==> src/rtl/agc_pkg.sv <==
// Shared types and default loop constants for the AGC controller.
package agc_pkg;

  typedef enum logic [2:0] {
    IDLE,
    WAIT,
    EVAL,
    APPLY,
    HOLD
  } agc_state_e;

  // Step direction decided from one statistics sample.
  typedef enum logic [1:0] {
    DIR_HOLD = 2'b00,
    DIR_UP   = 2'b01,
    DIR_DOWN = 2'b10
  } agc_dir_e;

  localparam int TARGET_DFLT = 85;
  localparam int DB_DFLT     = 6;
  localparam int DC_DB_DFLT  = 2;

endpackage

==> src/rtl/agc_step.sv <==
// Deadband compare of a statistics sample plus saturating +/-1 step of a
// control value. Used for the gain code (unsigned) and the DC trim (signed).
module agc_step
  import agc_pkg::*;
#(
  parameter int VW         = 6,
  parameter bit SIGNED_VAL = 1'b0,
  parameter int CENTER     = TARGET_DFLT,
  parameter int DBAND      = DB_DFLT
) (
  input  logic [7:0]    sample,
  input  logic [VW-1:0] cur,
  input  agc_dir_e      dir_in,
  output agc_dir_e      dir_out,
  output logic [VW-1:0] nxt,
  output logic          changed
);

  int   s_val;
  logic at_max;
  logic at_min;

  // Above the band means too much signal/offset: step down; below: step up.
  always_comb begin
    if (SIGNED_VAL) s_val = $signed({{24{sample[7]}}, sample});
    else            s_val = $signed({24'd0, sample});
    dir_out = DIR_HOLD;
    if (s_val > CENTER + DBAND)      dir_out = DIR_DOWN;
    else if (s_val < CENTER - DBAND) dir_out = DIR_UP;
  end

  // A step into a rail leaves the value as is and does not count as a change.
  always_comb begin
    if (SIGNED_VAL) begin
      at_max = (cur == {1'b0, {(VW-1){1'b1}}});
      at_min = (cur == {1'b1, {(VW-1){1'b0}}});
    end else begin
      at_max = &cur;
      at_min = ~|cur;
    end
    nxt = cur;
    case (dir_in)
      DIR_UP:   if (!at_max) nxt = cur + VW'(1);
      DIR_DOWN: if (!at_min) nxt = cur - VW'(1);
      default:  nxt = cur;
    endcase
    changed = (nxt != cur);
  end

endmodule

==> src/rtl/agc_loop.sv <==
// Per-channel closed-loop gain / DC-offset controller.
// Build option: define AGC_DC_LOOP_EN to enable the DC trim loop; otherwise
// dc is ignored and dc_trim stays 0.
//
// state | meaning
// IDLE  | manual mode, gain follows gain_manual
// WAIT  | waiting for end of integration period, then sample h0/dc
// EVAL  | register step directions from the sampled statistics
// APPLY | step gain/trim, update lock bookkeeping
// HOLD  | skip periods whose statistics straddle a change
module agc_loop
  import agc_pkg::*;
#(
  parameter int PERIOD_LOG2 = 19,
  parameter int GW          = 6,
  parameter int GAIN_INIT   = 32,
  parameter int TARGET      = TARGET_DFLT,
  parameter int DB          = DB_DFLT,
  parameter int DC_DB       = DC_DB_DFLT,
  parameter int HOLDOFF     = 2,
  parameter int LOCK_CNT    = 4
) (
  input  logic          clk,
  input  logic          rst_n,
  input  logic          agc_en,
  input  logic [GW-1:0] gain_manual,
  input  logic [7:0]    h0,
  input  logic [7:0]    dc,
  output logic [GW-1:0] gain,
  output logic [7:0]    dc_trim,
  output logic          upd,
  output logic          lock
);

  localparam int HW = (HOLDOFF < 1) ? 1 : $clog2(HOLDOFF + 1);
  localparam int LW = $clog2(LOCK_CNT + 1);

  agc_state_e           state_q, state_d;
  logic [PERIOD_LOG2-1:0] cnt_q, cnt_d;
  logic [GW-1:0]        gain_q, gain_d;
  logic [7:0]           trim_q, trim_d;
  logic                 upd_q, upd_d;
  logic                 lock_q, lock_d;
  logic [LW-1:0]        lcnt_q, lcnt_d;
  logic [HW-1:0]        hold_q, hold_d;
  logic [7:0]           hs_q, hs_d;
  logic [7:0]           ds_q, ds_d;
  agc_dir_e             gdir_q, gdir_d;
  agc_dir_e             ddir_q, ddir_d;

  logic                 tick;
  agc_dir_e             g_cmp, d_cmp;
  logic [GW-1:0]        g_nxt;
  logic [7:0]           d_nxt;
  logic                 g_chg, d_chg;

  assign tick = &cnt_q;

  agc_step #(
    .VW(GW), .SIGNED_VAL(1'b0), .CENTER(TARGET), .DBAND(DB)
  ) u_gain_step (
    .sample(hs_q), .cur(gain_q), .dir_in(gdir_q),
    .dir_out(g_cmp), .nxt(g_nxt), .changed(g_chg)
  );

`ifdef AGC_DC_LOOP_EN
  agc_step #(
    .VW(8), .SIGNED_VAL(1'b1), .CENTER(0), .DBAND(DC_DB)
  ) u_dc_step (
    .sample(ds_q), .cur(trim_q), .dir_in(ddir_q),
    .dir_out(d_cmp), .nxt(d_nxt), .changed(d_chg)
  );
`else
  logic unused_dc;
  assign d_cmp     = DIR_HOLD;
  assign d_nxt     = '0;
  assign d_chg     = 1'b0;
  assign unused_dc = ^{ds_q, ddir_q};
`endif

  // Next-state and next-output computation; agc_en low overrides everything.
  always_comb begin
    state_d = state_q;
    cnt_d   = cnt_q + PERIOD_LOG2'(1);
    gain_d  = gain_q;
    trim_d  = trim_q;
    upd_d   = 1'b0;
    lock_d  = lock_q;
    lcnt_d  = lcnt_q;
    hold_d  = hold_q;
    hs_d    = hs_q;
    ds_d    = ds_q;
    gdir_d  = gdir_q;
    ddir_d  = ddir_q;
    if (!agc_en) begin
      state_d = IDLE;
      gain_d  = gain_manual;
      lock_d  = 1'b0;
      lcnt_d  = '0;
      hold_d  = '0;
    end else begin
      case (state_q)
        IDLE: begin
          gain_d  = gain_manual;
          lock_d  = 1'b0;
          state_d = WAIT;
        end
        WAIT: begin
          if (tick) begin
            hs_d    = h0;
            ds_d    = dc;
            state_d = EVAL;
          end
        end
        EVAL: begin
          gdir_d  = g_cmp;
          ddir_d  = d_cmp;
          state_d = APPLY;
        end
        APPLY: begin
          gain_d = g_nxt;
          trim_d = d_nxt;
          upd_d  = g_chg | d_chg;
          if (g_chg | d_chg) begin
            lcnt_d  = '0;
            lock_d  = 1'b0;
            hold_d  = HW'(HOLDOFF);
            state_d = (HOLDOFF == 0) ? WAIT : HOLD;
          end else begin
            if (lcnt_q < LW'(LOCK_CNT)) lcnt_d = lcnt_q + LW'(1);
            if (lcnt_d == LW'(LOCK_CNT)) lock_d = 1'b1;
            state_d = WAIT;
          end
        end
        HOLD: begin
          if (tick) begin
            if (hold_q <= HW'(1)) begin
              hold_d  = '0;
              state_d = WAIT;
            end else begin
              hold_d = hold_q - HW'(1);
            end
          end
        end
        default: state_d = IDLE;
      endcase
    end
  end

  // All controller state in one register bank with synchronous reset.
  always_ff @(posedge clk) begin
    if (!rst_n) begin
      state_q <= IDLE;
      cnt_q   <= '0;
      gain_q  <= GW'(GAIN_INIT);
      trim_q  <= '0;
      upd_q   <= 1'b0;
      lock_q  <= 1'b0;
      lcnt_q  <= '0;
      hold_q  <= '0;
      hs_q    <= '0;
      ds_q    <= '0;
      gdir_q  <= DIR_HOLD;
      ddir_q  <= DIR_HOLD;
    end else begin
      state_q <= state_d;
      cnt_q   <= cnt_d;
      gain_q  <= gain_d;
      trim_q  <= trim_d;
      upd_q   <= upd_d;
      lock_q  <= lock_d;
      lcnt_q  <= lcnt_d;
      hold_q  <= hold_d;
      hs_q    <= hs_d;
      ds_q    <= ds_d;
      gdir_q  <= gdir_d;
      ddir_q  <= ddir_d;
    end
  end

  assign gain    = gain_q;
  assign dc_trim = trim_q;
  assign upd     = upd_q;
  assign lock    = lock_q;

endmodule

==> config.mk <==
export PLATFORM = sky130hd
export DESIGN_NAME = agc_loop
export DESIGN_NICKNAME = d
export VERILOG_FILES = /design/src/rtl/agc_pkg.sv /design/src/rtl/agc_step.sv /design/src/rtl/agc_loop.sv
export SDC_FILE = /design/constraint.sdc
export NUM_CORES = 1
export LEC_CHECK = 0
export BUFFER_PORTS_ARGS = -buffer_cell sky130_fd_sc_hd__buf_4
export CORE_ASPECT_RATIO = 0.6
export CORE_MARGIN = 2
export CORE_UTILIZATION = 48
export CTS_CLUSTER_SIZE = 40
export DETAILED_ROUTE_END_ITERATION = 6
export GPL_TIMING_DRIVEN = 0
export HOLD_SLACK_MARGIN = 0.15
export PLACE_DENSITY = 0.7
export SYNTH_ARGS = -nofsm -noshare
export SYNTH_HDL_FRONTEND = slang
export SYNTH_SLANG_ARGS = --single-unit
==> constraint.sdc <==
create_clock -name clk -period 6.8 [get_ports clk]
set_input_delay 0.34 -clock clk [delete_from_list [all_inputs] [get_ports clk]]
set_output_delay 0.34 -clock clk [all_outputs]
set_load 0.01 [all_outputs]
=== Word level (Yosys, flattened, before mapping) ===
Cells that the tools add are included.

* Register bits: 45
* Latch bits: 0
* Memory bits (writable): 0
* Memory bits (read-only): 0
* Input bits: 25
* Output and inout port bits: 16
* Memories: 0

* Add/subtract/negate cells: 5
* $mul: 0
* Div/mod/pow operators: 0
* Order comparisons: 4
* Eq/ne operators: 14
* Shifts and indexed selects: 0
* Mux-type cells: 24
* Bitwise operators: 0
* Reduce and logical (&&, ||, !) cells: 13

{| class="wikitable"
|+ Operators by type and width
! kind !! count
|-
| $mux W3 || 9
|-
| $pmux W6 S2 || 2
|-
| $reduce_and A21 Y1 || 1
|-
| $add A19 B1 Y19 const B || 1
|-
| $reduce_and A19 Y1 || 1
|-
| $mux W6 || 3
|-
| $pmux W3 S5 || 1
|-
| $reduce_and A3 Y1 || 3
|-
| $gt A8 B7 Y1 const B || 1
|-
| $lt A8 B7 Y1 const B || 1
|-
| $mux W2 || 4
|-
| $ne A2 B2 Y1 const B || 4
|-
| $add A6 B1 Y6 const B || 1
|-
| $eq A3 B2 Y1 const B || 2
|-
| $eq A3 B3 Y1 const B || 2
|-
| $ne A6 B6 Y1 || 1
|-
| $reduce_and A2 Y1 || 3
|-
| $reduce_and A6 Y1 || 1
|-
| $reduce_or A6 Y1 || 1
|-
| $sub A6 B1 Y6 const B || 1
|-
| $pmux W2 S2 || 1
|-
| $reduce_bool A2 Y1 || 2
|-
| $add A3 B1 Y3 const B || 1
|-
| $eq A3 B1 Y1 const B || 1
|-
| 10 further kinds || 12
|}

=== Depth between registers and ports, before layout ===
* Depth in word-level cells: 11
* Depth in mapped cells: 10
* Depth with buffers taken out: 8

=== Modules after synthesis ===
From an unflattened synthesis, not the netlist that was laid out.

* Cells, all modules: 356
* Area, all modules: 2766.4 sq um

{| class="wikitable"
|+ By module, submodules not included
! module !! instances !! cells an instance !! area an instance (sq um) !! seq. area each (sq um)
|-
| agc_loop || 1 || 248 || 2099.5 || 900.9
|-
| agc_step || 1 || 108 || 666.9 || 0.0
|}

=== Least setup slack after synthesis ===
No wires, ideal clock.

* Kind: register -> register
* Start: register gain_q[1], in the netlist gain[1]
* End: register state_q[2]
* Arrival time: 2444 ps
* Required time: 6685 ps
* Path slack: 4241 ps
* Stages on the path, launching flop included: 11
* Path buffers: 2
* Period minus slack after synthesis: 2559 ps
* Path through: dfxtp_1 clkbuf_1 inv_1 ha_1 or3b_1 buf_2 o21a_1 a311o_1 a311oi_4 a31oi_4 o21a_1

* Longest elaborated chain between the ends: 6
* Elaborated cells on any way between the ends: 10

{| class="wikitable"
|+ RTL lines
! what !! RTL line !! text
|-
| from (decl) || agc_loop.sv:40 || <nowiki>logic [GW-1:0] gain_q, gain_d;</nowiki>
|-
| from (signal assigned) || agc_loop.sv:155 || <nowiki>gain_q <= GW'(GAIN_INIT);</nowiki>
|-
| from (signal assigned) || agc_loop.sv:168 || <nowiki>gain_q <= gain_d;</nowiki>
|-
| $sub A6 B1 Y6, or another cell as far along || agc_step.sv:44 || <nowiki>DIR_DOWN: if (!at_min) nxt = cur - VW'(1);</nowiki>
|-
| $mux W6, on equally long branches || agc_step.sv:44, agc_step.sv:43 ||
|-
| $pmux W6 S2 || agc_step.sv:42 || <nowiki>case (dir_in)</nowiki>
|-
| $ne A6 B6 Y1 * || agc_step.sv:47 || <nowiki>changed = (nxt != cur);</nowiki>
|-
| $mux W3 * || agc_loop.sv:124 || <nowiki>if (g_chg | d_chg) begin</nowiki>
|-
| $pmux W3 S5 * || agc_loop.sv:102 || <nowiki>case (state_q)</nowiki>
|-
| to (signal assigned) || agc_loop.sv:166 || <nowiki>state_q <= state_d;</nowiki>
|-
| to (decl) || agc_loop.sv:38 || <nowiki>agc_state_e state_q, state_d;</nowiki>
|}

Every way passes the cells marked *; elsewhere a longest branch is shown, timed or not.
A chain may end at the register's enable or synchronous reset.

=== Worst setup path in the final report ===
Same ends and word-level chain as after synthesis.

==> impl_metrics.env <==
export IMPL_run_status="completed"
export IMPL_port_buffer_count=24
export IMPL_hold_depth=2
export IMPL_gr_total_overflow=0
export IMPL_grt_max_degree=14
export IMPL_rr_worst_depth=10
export IMPL_post_route_period_util_pct=42.6
export IMPL_multi_input_area_um2=1640
export IMPL_grt_usage_pct=21.6
export IMPL_max_freq_mhz=345
export IMPL_cpMaxStageDelayCell="a311oi_4"
export IMPL_yosys_warnings=0
export IMPL_post_cts_buffers=0
export IMPL_remaining_drc_errors=0
export IMPL_via_per_inst=5.89
export IMPL_via_count=2569
export IMPL_async_flop_share_pct=0
export IMPL_required_ns=6.99
export IMPL_r2r_end="state_q[2]$_SDFFE_PN0P_"
export IMPL_synth_seq_area_share_pct=33.2
export IMPL_initial_core_util_pct=49.1
export IMPL_drv_cap=0
export IMPL_finalNonFillerCells=436
export IMPL_clkLatencyLatePin_ns=0.29
export IMPL_cts_sinks=45
export IMPL_max_slew_worst_pin_slew_ns=0.685
export IMPL_skew_ns=0.00355
export IMPL_tns_ns=0
export IMPL_first_global_vias=2317
export IMPL_post_route_util_pct=56.6
export IMPL_finalWirelength_um=6680
export IMPL_worstPathArrival_ns=3.08
export IMPL_path_cells="clkbuf_1 -> inv_1 -> ha_1 -> or3b_1 -> buf_2 -> o21a_1 -> a311o_1 -> a311oi_4 -> a31oi_4 -> o21a_1"
export IMPL_cts_root_buf="clkbuf_8"
export IMPL_fp_row_count=21
export IMPL_antenna_found_initial=0
export IMPL_ir_drop_mv=0.0955
export IMPL_cts_buffer_depth=2
export IMPL_ys_flop_type="dfxtp_1"
export IMPL_nets=398
export IMPL_drive_gt1_share_pct=14.7
export IMPL_dp_hpwl_um=5060
export IMPL_core_area_um2=5520
export IMPL_place_inst=428
export IMPL_setup_viol=0
export IMPL_register_area_um2=901
export IMPL_die_h_um=62.2
export IMPL_cts_resized_gates=0
export IMPL_dr_pass1_iters=5
export IMPL_report_final_slew_viol_count=0
export IMPL_period_needed_ns=2.90
export IMPL_end_kind="flop"
export IMPL_cts_hold_buf=0
export IMPL_htree_levels=2
export IMPL_grt_pass1_wl_um=10900
export IMPL_setup_ws_ns=3.90
export IMPL_postRouteAntennaNets=0
export IMPL_gp_congestion=0.978
export IMPL_cts_made_buffers=5
export IMPL_cp_max_fo=10
export IMPL_synth_seq_cells=45
export IMPL_p_per_area_nw_per_um2=172
export IMPL_synth_edf_count=0
export IMPL_critPathLaunchType="flop"
export IMPL_reg2reg_slack_ns=3.90
export IMPL_die_w_um=101
export IMPL_maxSlewHeadroom_pct=53.9
export IMPL_fin_hold_ws_ns=0.276
export IMPL_cpPeakStageDelay_ns=0.44
export IMPL_worstSetupPathType="reg -> reg"
export IMPL_p_leak_nw=1.24
export IMPL_finalHoldViolCount=0
export IMPL_drt_initial_drc_count=203
export IMPL_path_clk_slew_ns=0.08
export IMPL_syn_area_per_cell_um2=8.27
export IMPL_preCtsSetupSlack_ns=3.96
export IMPL_yosysUniqueCellTypes=63
export IMPL_num_antenna_cells=0
export IMPL_io_pins=41
export IMPL_rsz0062_at_grt="false"
export IMPL_netlist_instances=328
export IMPL_nFillCells=492
export IMPL_syn_area_um2=2710
export IMPL_post_drt_wl_per_cell_um=15.3
export IMPL_r2r_start="gain[1]$_SDFFE_PN0P_"
export IMPL_worst_path_most_repeated_cell="o21a_1"
export IMPL_min_path_type="in -> reg"
export IMPL_dieArea_um2=6290
export IMPL_syn2layout_area_growth_pct=15.1
export IMPL_cts_tree="done"
export IMPL_holdPathEnd="gain[5]$_SDFFE_PN1P_"
export IMPL_min_delay_start="gain_manual[5]"
==> placed cells by master (no fill, tap or decap), drive strengths merged, types with 3 or more instances in the layout <==
cell type   n
xnor2       5
o21a        6
and2        4
inv        13
buf        37
a211oi      4
dfxtp      45
nor2b      11
ha          7
nand3      12
a31oi       4
a21oi      12
conb        8
mux2i      10
a32oi       3
nor3        7
nor4        3
nor2       40
a22oi       3
nand3b      3
a221oi      4
nand2      13
clkbuf     21
o21ai      19
or3         6
nand4      13
and3       10
xor2        9
==> sequential cells by signal, summed over array words and instances (netlist names) <==
| name | count |
|---|---|
| cnt_q | 19 |
| gain | 6 |
| gdir_q | 2 |
| hold_q | 2 |
| hs_q | 8 |
| lcnt_q | 3 |
| lock | 1 |
| state_q | 3 |
| upd | 1 |
==> cells in the mapped netlist, types with 6 or more instances <==
cell | instances | share of area, %
nand3_1 | 12 | 2.2
or3_1 | 6 | 1.4
and3_1 | 9 | 2.1
xor2_1 | 9 | 2.9
o21ai_0 | 19 | 3.5
buf_4 | 8 | 2.2
inv_1 | 12 | 1.7
a21oi_1 | 12 | 2.2
mux2i_1 | 9 | 3.3
clkbuf_1 | 14 | 1.9
nor2_1 | 40 | 5.5
nor2b_1 | 11 | 2.5
nand2_1 | 13 | 1.8
o21a_1 | 6 | 1.7
ha_1 | 7 | 3.2
nand4_1 | 13 | 3.0
nor3_1 | 6 | 1.1
dfxtp_1 | 45 | 33
==> worst max-delay path by stage <==
stage / slack (ns) / endpoint / depth (start not counted) / start
final: 3.90 / state_q[2]$_SDFFE_PN0P_ / 10 / gain[1]$_SDFFE_PN0P_
after global routing: 3.78 / state_q[2]$_SDFFE_PN0P_ / 10 / gain[1]$_SDFFE_PN0P_
after CTS: 3.95 / state_q[2]$_SDFFE_PN0P_ / 10 / gain[1]$_SDFFE_PN0P_
after detailed placement: 3.96 / state_q[2]$_SDFFE_PN0P_ / 10 / gain[1]$_SDFFE_PN0P_
after global placement: 3.99 / state_q[2]$_SDFFE_PN0P_ / 10 / gain[1]$_SDFFE_PN0P_
after floorplan: 4.24 / state_q[2]$_SDFFE_PN0P_ / 10 / gain[1]$_SDFFE_PN0P_
==> stage by stage <==
step,area (um2),power [mW]
global placement,3000,0.334
global route,3120,0.561
CTS,3120,0.542
detailed placement,3000,0.335
floorplan,2740,0.313
finish,3120,0.538
==> logic make-up after synthesis <==
| logic type | after synthesis | synth area share, % |
|---|---|---|
| DFF | 45 | 33.2 |
| other | 1 | 0.138 |
| and+or+nand+nor | 134 | 26.4 |
| AOI/OAI and AO/OA | 77 | 21.3 |
| adders and majority gates | 7 | 3.23 |
| xor gates and xnor gates | 14 | 4.52 |
| muxes | 10 | 4.15 |
| buffers and inverters | 40 | 7.11 |
==> cell type report <==
type                       instances  area share (%)
clock buffer                       7            2.77
tap                               69            2.77
clock inverter                     1           0.962
timing repair buffer              24            5.77
sequential                        45            28.9
inverter                          13            1.56
multi-input combinational        250            52.7
buffer                            27            4.61
==> critical path, delay by kind of cell (launching register included) <==
family / cells / cell delay [ns]
AOI/OAI and AO/OA: 5 / 1.40
adders and majority gates: 1 / 0.17
buffers and inverters: 3 / 0.54
DFF: 1 / 0.33
and+or+nand+nor: 1 / 0.34
==> power by group <==
group | switching [mW] | internal (mW)
sequential | 0.00391 | 0.267
clock | 0.0881 | 0.120
combinational | 0.0330 | 0.0258
total | 0.125 | 0.413
==> layer usage <==
metal  vias to the layer above  global-route usage, %  share of wire (%)
met5                         -                      0                  0
met4                         0                   3.21              0.060
met1                      1197                   33.4                 50
met3                         2                   8.00                 11
met2                       120                   28.7                 38
li1                       1250                      -                  -
Power figures use the tool's default switching activity.
